===== config.mk =====
export PLATFORM = sky130hd
export DESIGN_NAME = word_adder_ctrl
export DESIGN_NICKNAME = d
export VERILOG_FILES = /design/src/rtl/word_adder_ctrl_pkg.sv /design/src/rtl/word_adder_ctrl_arb.sv /design/src/rtl/word_adder_ctrl.sv
export SDC_FILE = /design/constraint.sdc
export NUM_CORES = 1
export LEC_CHECK = 0
export ABC_AREA = 1
export BUFFER_PORTS_ARGS = -buffer_cell sky130_fd_sc_hd__buf_2
export CAP_MARGIN = 5
export CORE_ASPECT_RATIO = 1.1
export CORE_MARGIN = 2
export CORE_UTILIZATION = 57
export DETAILED_ROUTE_END_ITERATION = 16
export MAX_ROUTING_LAYER = met4
export PLACE_DENSITY = 0.85
export SLEW_MARGIN = 40
export SYNTH_ARGS = -nofsm -noshare
export SYNTH_HDL_FRONTEND = slang
export SYNTH_SLANG_ARGS = --single-unit

===== constraint.sdc =====
create_clock -name clk -period 2.6 [get_ports clk]
set_input_delay 0.52 -clock clk [delete_from_list [all_inputs] [get_ports clk]]
set_output_delay 0.52 -clock clk [all_outputs]
set_load 0.01 [all_outputs]

===== src/rtl/word_adder_ctrl_pkg.sv =====
// ----------------------------------------------------------------------------
// word_adder_ctrl_pkg
// Shared definitions for the word_adder sequencer/arbiter:
//   - word_adder func encodings
//   - controller FSM state type
//   - default widths / run length of the adder
//   - helper mapping a controller state to the func it drives
// ----------------------------------------------------------------------------
package word_adder_ctrl_pkg;

    // Default job/data width and adder accumulate run length.
    localparam int W_DEF          = 9;
    localparam int RUN_CYCLES_DEF = 8;

    // word_adder func encodings.
    localparam logic [1:0] FUNC_IDLE   = 2'd0;
    localparam logic [1:0] FUNC_WRITE  = 2'd1;
    localparam logic [1:0] FUNC_ENABLE = 2'd2;
    localparam logic [1:0] FUNC_ADD    = 2'd3;

    typedef enum logic [2:0] {
        ST_IDLE   = 3'd0,
        ST_WRITE  = 3'd1,
        ST_ENABLE = 3'd2,
        ST_START  = 3'd3,
        ST_WAIT   = 3'd4,
        ST_RESP   = 3'd5
    } ctrl_state_t;

    // Only the three command states talk to the adder; everything else is idle.
    function automatic logic [1:0] state_func(input ctrl_state_t s);
        logic [1:0] f;
        f = FUNC_IDLE;
        case (s)
            ST_WRITE:  f = FUNC_WRITE;
            ST_ENABLE: f = FUNC_ENABLE;
            ST_START:  f = FUNC_ADD;
            default:   f = FUNC_IDLE;
        endcase
        return f;
    endfunction

endpackage


===== src/rtl/word_adder_ctrl_arb.sv =====
// ----------------------------------------------------------------------------
// rr_arb2
// Two-way round-robin arbiter.
//   clk, rst   : clock, asynchronous active-low reset
//   req[1:0]   : request vector (bit i = requester i valid)
//   accept     : current grant was taken; rotate priority
//   gnt[1:0]   : one-hot grant (all zero when no request)
// Priority state is the last granted requester; it resets to 1 so that
// requester 0 wins the first contested cycle.
// ----------------------------------------------------------------------------
module rr_arb2 (
    input  logic       clk,
    input  logic       rst,
    input  logic [1:0] req,
    input  logic       accept,
    output logic [1:0] gnt
);

    logic last_grant;

    always_ff @(posedge clk or negedge rst) begin
        if (!rst) begin
            last_grant <= 1'b1;
        end else if (accept) begin
            last_grant <= gnt[1];
        end
    end

    // A lone request always wins; on contention the requester that did not
    // win last time goes next, so a held request is never starved.
    always_comb begin
        gnt = 2'b00;
        case (req)
            2'b01:   gnt = 2'b01;
            2'b10:   gnt = 2'b10;
            2'b11:   gnt = last_grant ? 2'b01 : 2'b10;
            default: gnt = 2'b00;
        endcase
    end

endmodule


===== src/rtl/word_adder_ctrl.sv =====
// ----------------------------------------------------------------------------
// word_adder_ctrl
// Sequencer and two-port arbiter in front of word_adder. Accepts popcount
// jobs from two requesters, drives the adder command sequence
// (write, enable-once, add), waits out the adder run and returns the
// increment of word_sum (= popcount of word[7:0]) on a response port.
//
// Ports:
//   clk, rst                   clock, asynchronous active-low reset
//   req0_valid/word/ready      requester 0 job handshake
//   req1_valid/word/ready      requester 1 job handshake
//   rsp_valid/data/id/ready    response handshake (id = owning requester)
//   adder_func                 word_adder func (0 idle,1 write,2 enable,3 add)
//   adder_inWord               word_adder inWord
//   adder_result               word_adder word_sum
// ----------------------------------------------------------------------------
module word_adder_ctrl
    import word_adder_ctrl_pkg::*;
#(
    parameter int W          = W_DEF,
    parameter int RUN_CYCLES = RUN_CYCLES_DEF
) (
    input  logic         clk,
    input  logic         rst,
    input  logic         req0_valid,
    input  logic [W-1:0] req0_word,
    output logic         req0_ready,
    input  logic         req1_valid,
    input  logic [W-1:0] req1_word,
    output logic         req1_ready,
    output logic         rsp_valid,
    output logic [W-1:0] rsp_data,
    output logic         rsp_id,
    input  logic         rsp_ready,
    output logic [1:0]   adder_func,
    output logic [W-1:0] adder_inWord,
    input  logic [W-1:0] adder_result
);

    localparam int CNT_W = $clog2(RUN_CYCLES + 1);

    ctrl_state_t    state, state_nxt;
    logic           enabled_q;
    logic [W-1:0]   word_q;
    logic           id_q;
    logic [W-1:0]   base_q;
    logic [W-1:0]   rsp_q;
    logic [CNT_W-1:0] wait_cnt;

    logic [1:0]     gnt;
    logic           in_idle;
    logic           accept;
    logic           wait_done;

    // ------------------------------------------------------------------
    // Arbitration / request handshake
    // ------------------------------------------------------------------
    rr_arb2 u_arb (
        .clk    (clk),
        .rst    (rst),
        .req    ({req1_valid, req0_valid}),
        .accept (accept),
        .gnt    (gnt)
    );

    // Readies are combinational and only offered in IDLE. Gating with rst
    // keeps them low while reset is held even if requesters are valid.
    assign in_idle    = (state == ST_IDLE) && rst;
    assign req0_ready = in_idle && gnt[0];
    assign req1_ready = in_idle && gnt[1];
    assign accept     = (req0_valid && req0_ready) || (req1_valid && req1_ready);

    assign wait_done  = (wait_cnt == CNT_W'(1));

    // ------------------------------------------------------------------
    // FSM: state register
    // ------------------------------------------------------------------
    always_ff @(posedge clk or negedge rst) begin
        if (!rst) begin
            state <= ST_IDLE;
        end else begin
            state <= state_nxt;
        end
    end

    // ------------------------------------------------------------------
    // FSM: next state
    // ------------------------------------------------------------------
    always_comb begin
        state_nxt = state;
        case (state)
            ST_IDLE:   if (accept) state_nxt = ST_WRITE;
            // The adder only needs enabling once per reset.
            ST_WRITE:  state_nxt = enabled_q ? ST_START : ST_ENABLE;
            ST_ENABLE: state_nxt = ST_START;
            ST_START:  state_nxt = ST_WAIT;
            ST_WAIT:   if (wait_done) state_nxt = ST_RESP;
            ST_RESP:   if (rsp_ready) state_nxt = ST_IDLE;
            default:   state_nxt = ST_IDLE;
        endcase
    end

    // ------------------------------------------------------------------
    // FSM: outputs
    // ------------------------------------------------------------------
    always_comb begin
        adder_func   = state_func(state);
        adder_inWord = '0;
        rsp_valid    = 1'b0;
        rsp_id       = 1'b0;
        rsp_data     = '0;
        if (state == ST_WRITE) begin
            adder_inWord = word_q;
        end
        if (state == ST_RESP) begin
            rsp_valid = 1'b1;
            rsp_id    = id_q;
            rsp_data  = rsp_q;
        end
    end

    // ------------------------------------------------------------------
    // Datapath registers
    // ------------------------------------------------------------------
    always_ff @(posedge clk or negedge rst) begin
        if (!rst) begin
            word_q    <= '0;
            id_q      <= 1'b0;
            enabled_q <= 1'b0;
            base_q    <= '0;
            wait_cnt  <= '0;
            rsp_q     <= '0;
        end else begin
            if (state == ST_IDLE && accept) begin
                word_q <= gnt[1] ? req1_word : req0_word;
                id_q   <= gnt[1];
            end
            if (state == ST_ENABLE) begin
                enabled_q <= 1'b1;
            end
            // In START the adder counter is still zero, so word_sum is the
            // settled total of all earlier jobs: a safe base for the delta.
            if (state == ST_START) begin
                base_q   <= adder_result;
                wait_cnt <= CNT_W'(RUN_CYCLES);
            end
            if (state == ST_WAIT) begin
                wait_cnt <= wait_cnt - CNT_W'(1);
                // Modular difference stays correct when word_sum wraps.
                if (wait_done) begin
                    rsp_q <= adder_result - base_q;
                end
            end
        end
    end

endmodule


### Yosys cells after proc, flatten, opt, wreduce, memory -nomap -nowiden

Cells that the tools add are included.

| cells by class | value |
|---|---|
| add/sub/neg operators | 2 |
| eq/ne operators | 12 |
| multiplexer cells | 15 |
| reduce and logical (&&, ||, !) cells | 11 |

Operator list:

| cell | number |
|---|---|
| 9-bit two-way mux | 3 |
| 3-bit case mux with 6 select lines | 1 |
| 2-bit case mux with 3 select lines | 2 |
| 3-bit two-way mux | 3 |
| 9-bit subtractor | 1 |
| 4-bit two-way mux | 2 |
| 3-bit by 2-bit == test with 1-bit output, second input constant | 2 |
| 3-bit == test, second input constant | 2 |
| 1-bit logical AND | 6 |
| 2-bit != test, second input constant | 3 |
| 2-bit == test, second input constant | 2 |
| 4-bit by 1-bit == test with 1-bit output, second input constant | 1 |
| 4-bit by 1-bit subtractor with 4-bit output, second input constant | 1 |
| 3-bit by 1-bit == test with 1-bit output, second input constant | 1 |
| 3-bit zero test | 1 |
| 1-bit two-way mux | 3 |
| 3-bit AND reduction | 1 |
| 2-bit by 1-bit == test with 1-bit output, second input constant | 1 |
| 2-bit two-way mux | 1 |
| 2-bit AND reduction | 1 |
| 2-bit nonzero test | 1 |
| 1-bit logical OR | 1 |

| storage, ports and cells | value |
|---|---|
| register bits after elaboration | 37 |
| input bits | 32 |
| output and inout port bits | 24 |
| word-level logic and storage cells | 48 |

### Longest topological paths before layout

| logic depth | value |
|---|---|
| word-level depth | 7 |
| gate-level depth with buffers | 11 |
| mapped depth without buffers | 11 |

### Modules after synthesis

A second synthesis with hierarchy kept.

| second synthesis, totals | value |
|---|---|
| cell total of the unflattened synthesis | 311 |
| area, all modules | 2254.7 µm² |

By module, submodules not included:

| module | times used | cells each | area each (µm²) | seq. area each (µm²) |
|---|---|---|---|---|
| word_adder_ctrl | 1 | 302 | 2190.9 | 900.9 |
| rr_arb2 | 1 | 9 | 63.8 | 26.3 |

### Worst setup path before layout

OpenSTA, ideal clock, no wires.

| timing | value |
|---|---|
| path kind | input port to output port |
| from | input req0_valid |
| to | output req0_ready |
| arrival | 1.333 ns |
| required time | 2.080 ns |
| setup slack | 0.747 ns |
| stages on the path | 5 |
| path buffers | 1 |
| cells stage by stage | inv_1 -> o21ai_4 -> inv_1 -> buf_2 -> nor3_1 |

| on the way | value |
|---|---|
| cells in the longest elaborated chain, start to end | 3 |
| elaborated cells between the ends (all ways) | 5 |
| classes of those cells | eq/ne (3); mux (1); reduce/logical (1) |

RTL lines:

| element | line | RTL |
|---|---|---|
| from (decl) | word_adder_ctrl.sv:25 | `input logic req0_valid,` |
| 2-bit == test / 2-bit by 1-bit == test with 1-bit output (equally long branches) | word_adder_ctrl_arb.sv:33 | `case (req)` |
| 2-bit case mux with 3 select lines (*) | word_adder_ctrl_arb.sv:33 |  |
| 1-bit logical AND (*) | word_adder_ctrl.sv:69 | `assign req0_ready = in_idle && gnt[0];` |
| to (decl) | word_adder_ctrl.sv:27 | `output logic req0_ready,` |

Mark *: on every way between the ends. The rest lies on a longest branch, timed or not.

### Worst setup path in the final report

| timing | value |
|---|---|
| from | register u_arb.last_grant |
| to | output req0_ready |

| on the way | value |
|---|---|
| cells in the longest elaborated chain, start to end | 3 |

RTL lines:

| element | line | RTL |
|---|---|---|
| from (decl) | word_adder_ctrl_arb.sv:19 | `logic last_grant;` |
| from (signal assigned) | word_adder_ctrl_arb.sv:25 | `last_grant <= gnt[1];` |
| 2-bit two-way mux | word_adder_ctrl_arb.sv:36 | `2'b11: gnt = last_grant ? 2'b01 : 2'b10;` |
| 2-bit case mux with 3 select lines | word_adder_ctrl_arb.sv:33 |  |
| 1-bit logical AND | word_adder_ctrl.sv:69 |  |

No other way between the ends.

==> results by group <==
CTS
  – CTS buffer count: 5
  – Clock tree buffer depth: 2
  – Root buffer cell: clkbuf_8
  – H-tree Lvls: 2
  – Worst-Skew Late Latency: 290 ps
  – Clock-pin slew on the worst setup and hold paths: 70 ps
  – Post-CTS Hold Fix Bufs: 0
  – CTS sink cnt: 37
  – # Post-CTS Setup Buffers: 0
  – Post_cts resized: 0
  – CTS tree: built

Floorplanning
  – Core Footprint: 3680 sq um
  – Die Ht: 69.2 microns
  – Die Wd: 63.2 microns
  – Initial core utilization: 0.597
  – Die ar.: 4370 sq um
  – IO Pins: 56
  – Rows: 23

Drt
  – Drt initial violations: 53
  – DR vias/cell: 4.76
  – DR DRC count: 0
  – 1st-pass router iterations: 4
  – Antenna-violating nets left: 0
  – Via count: 1,962
  – Final wirelength: 4.35 mm
  – Avg WL per Cell: 10.6 microns

Power and ir drop
  – Leakage: 1.57 nW
  – Total power: 2.83 mW
  – Worst IR Drop VDD: 0.612 mV
  – Power Dens Cells: 1070 nW/um^2

Status
  – Status: finished, final reports clean

Yosys
  – Largest cells by area after synthesis: dfrtp_1 (41%), nand2_1 (16%), inv_1 (9.2%)
  – Cell variety after synth: 28
  – Mean Syn Cell Area: 7.26 sq um
  – Netlist Area Pre-Place: 2200 sq um
  – Syn Nets: 346
  – Area leader, netlist: dfrtp_1
  – Synth top area share: 0.410
  – Synthesized flop and latch total: 37
  – Sequential element share of the synthesized area: 0.422
  – Gate Count Post-Synth: 303
  – Synth warnings: 0

Placed design
  – Area post-placement: 2510 sq um
  – Place WS: 527 ps
  – HPWL after DPL: 3.30 mm
  – Buffers added on ports: 55
  – GP Congestion: 0.841

Critical path
  – R2r endpoint: rsp_q[6]$_DFFE_PN0P_
  – CP endpoint kind: primary output
  – Crit-path max cell delay: 510 ps
  – Required @ worst endpoint: 2080 ps
  – CP Launch Type: flop
  – Worst-path cell chain: inv_1, o21ai_4, inv_1, nor3_1, buf_2
  – R2R depth: 10
  – Slowest-stage cell, CP: dfstp_2
  – CP Max Fanout: 11
  – FF-to-FF Start: base_q[0]$_DFFE_PN0P_
  – Critical path's most frequent cell: inv_1
  – Reg2reg setup slack: 880 ps
  – Crit Path Category: flop to primary output
  – Worst EP arrival: 1740 ps

Global routing
  – Initial antenna violation count: 0
  – Largest net degree at the start of global routing: 39
  – Remaining global-route overflow: 0
  – Vias in the first global route: 1,844
  – First-pass GRT wire length: 7.78 mm
  – Tot GR Track Use: 0.227

Timing
  – Clock skew: 2.74 ps
  – Final worst setup slack: 336 ps
  – Relative slew margins: 0.686
  – Final period utilization: 0.871
  – Fin Setup TNS: 0 ps
  – Post-layout min period: 2260 ps
  – RSZ-0062 raised after global routing: false
  – Final setup vio count: 0
  – Worst-Margin Slew: 471 ps
  – Final Max Tran Viols: 0
  – Max Fclk: 442 MHz
  – Hold Vio Cnt, Final: 0

Layout
  – Share of cells above drive strength 1: 0.221
  – Post-route cell area: 2640 sq um
  – Final core occ: 0.717
  – N_diodes: 0
  – Area delta synth->final: 20.1%
  – Storage element area: 927 sq um
  – Footprint of the multi-input gates: 1010 sq um
  – Layout fillers: 324
  – Nets: 404

Min path
  – Hold Crit Class: primary input to async pin

Flow run
  – Max-cap violations: 0
==> where the power goes <==
group	internal, mW	switching [mW]	leakage (nW)	total, mW
registers	0.830	0.132	0.425	0.962
logic	0.484	0.802	1.08	1.29
clock network	0.381	0.202	0.0681	0.582
==> cell families after synthesis <==
family / Yosys count / synth area share
and+or+nand+nor: 153 / 0.296
buffers and inverters: 63 / 0.118
AOI/OAI and AO/OA: 37 / 0.0904
DFF: 37 / 0.422
xor gates and xnor gates: 2 / 0.00797
adders and majority gates: 11 / 0.0660
==> metrics by stage <==
stage,hold WS (ps),instances
6_report,294,412
5_1_grt,338,412
4_1_cts,304,412
3_5_place_dp,460,404
3_3_place_gp,440,404
2_1_floorplan,224,303
==> layout by cell type (no fill, tap or decap), types with 3 or more instances in the layout <==
| master | Yosys | layout |
|---|---|---|
| a21oi_1 | 4 | 4 |
| buf_2 | 3 | 55 |
| clkbuf_8 | 0 | 5 |
| dfrtp_1 | 36 | 36 |
| ha_1 | 10 | 10 |
| inv_1 | 54 | 54 |
| nand2_1 | 96 | 96 |
| nand3_1 | 15 | 15 |
| nor2_1 | 26 | 26 |
| nor3_1 | 3 | 3 |
| o21ai_0 | 28 | 28 |
| or2_2 | 3 | 3 |
==> synthesized netlist by cell type <==
cell type / number
nand2_1: 96
inv_1: 54
dfrtp_1: 36
o21ai_0: 28
nor2_1: 26
nand3_1: 15
ha_1: 10
a21oi_1: 4
buf_2: 3
nor3_1: 3
or2_2: 3
buf_6: 2
inv_2: 2
nand3b_1: 2
nor2_2: 2
nor2_4: 2
o21ai_1: 2
o22ai_1: 2
xor2_1: 2
buf_4: 1
clkinv_2: 1
dfstp_2: 1
fa_1: 1
nand2_2: 1
nand2_4: 1
nor3_2: 1
o21ai_4: 1
or2_0: 1
==> flip-flops by register name, indices dropped and copies added, names as in the netlist <==
register	cells
state	3
word_q	9
base_q	9
id_q	1
u_arb.last_grant	1
wait_cnt	4
enabled_q	1
rsp_q	9
==> how the worst max path moves through the flow <==
| stage | depth (start not counted) | start | slack, ps | end |
|---|---|---|---|---|
| 2_1_floorplan | 5 | req0_valid | 750 | req0_ready |
| 3_3_place_gp | 6 | req0_valid | 540 | req0_ready |
| 3_5_place_dp | 6 | req0_valid | 530 | req0_ready |
| 4_1_cts | 5 | u_arb.last_grant$_DFFE_PN1P_ | 340 | req0_ready |
| 5_1_grt | 5 | u_arb.last_grant$_DFFE_PN1P_ | 210 | req0_ready |
| 6_report | 5 | u_arb.last_grant$_DFFE_PN1P_ | 340 | req0_ready |
==> area by class of cell <==
type | instances | area share
Tap cell | 50 | 0.0237
Sequential cell | 37 | 0.351
Clock buffer | 5 | 0.0261
Multi-Input combinational cell | 203 | 0.383
Inverter | 57 | 0.0815
Timing Repair Buffer | 57 | 0.110
Clock inverter | 3 | 0.0246
==> worst max-delay path: cells and delay by family (launching register included) <==
kind	cells	cell delay, ps
simple gates	1	240
flops	1	510
buf+inv	3	460
compound gates	1	240
==> metal layers <==
metal,part of all wire,GRT usage,vias to the layer above
met5,0,-,-
met3,0.053,0.0489,9
met4,0.018,0.0845,0
met2,0.47,0.366,55
met1,0.46,0.281,861
li1,-,-,1037
Note: power is estimated with default switching activity, not from simulation.
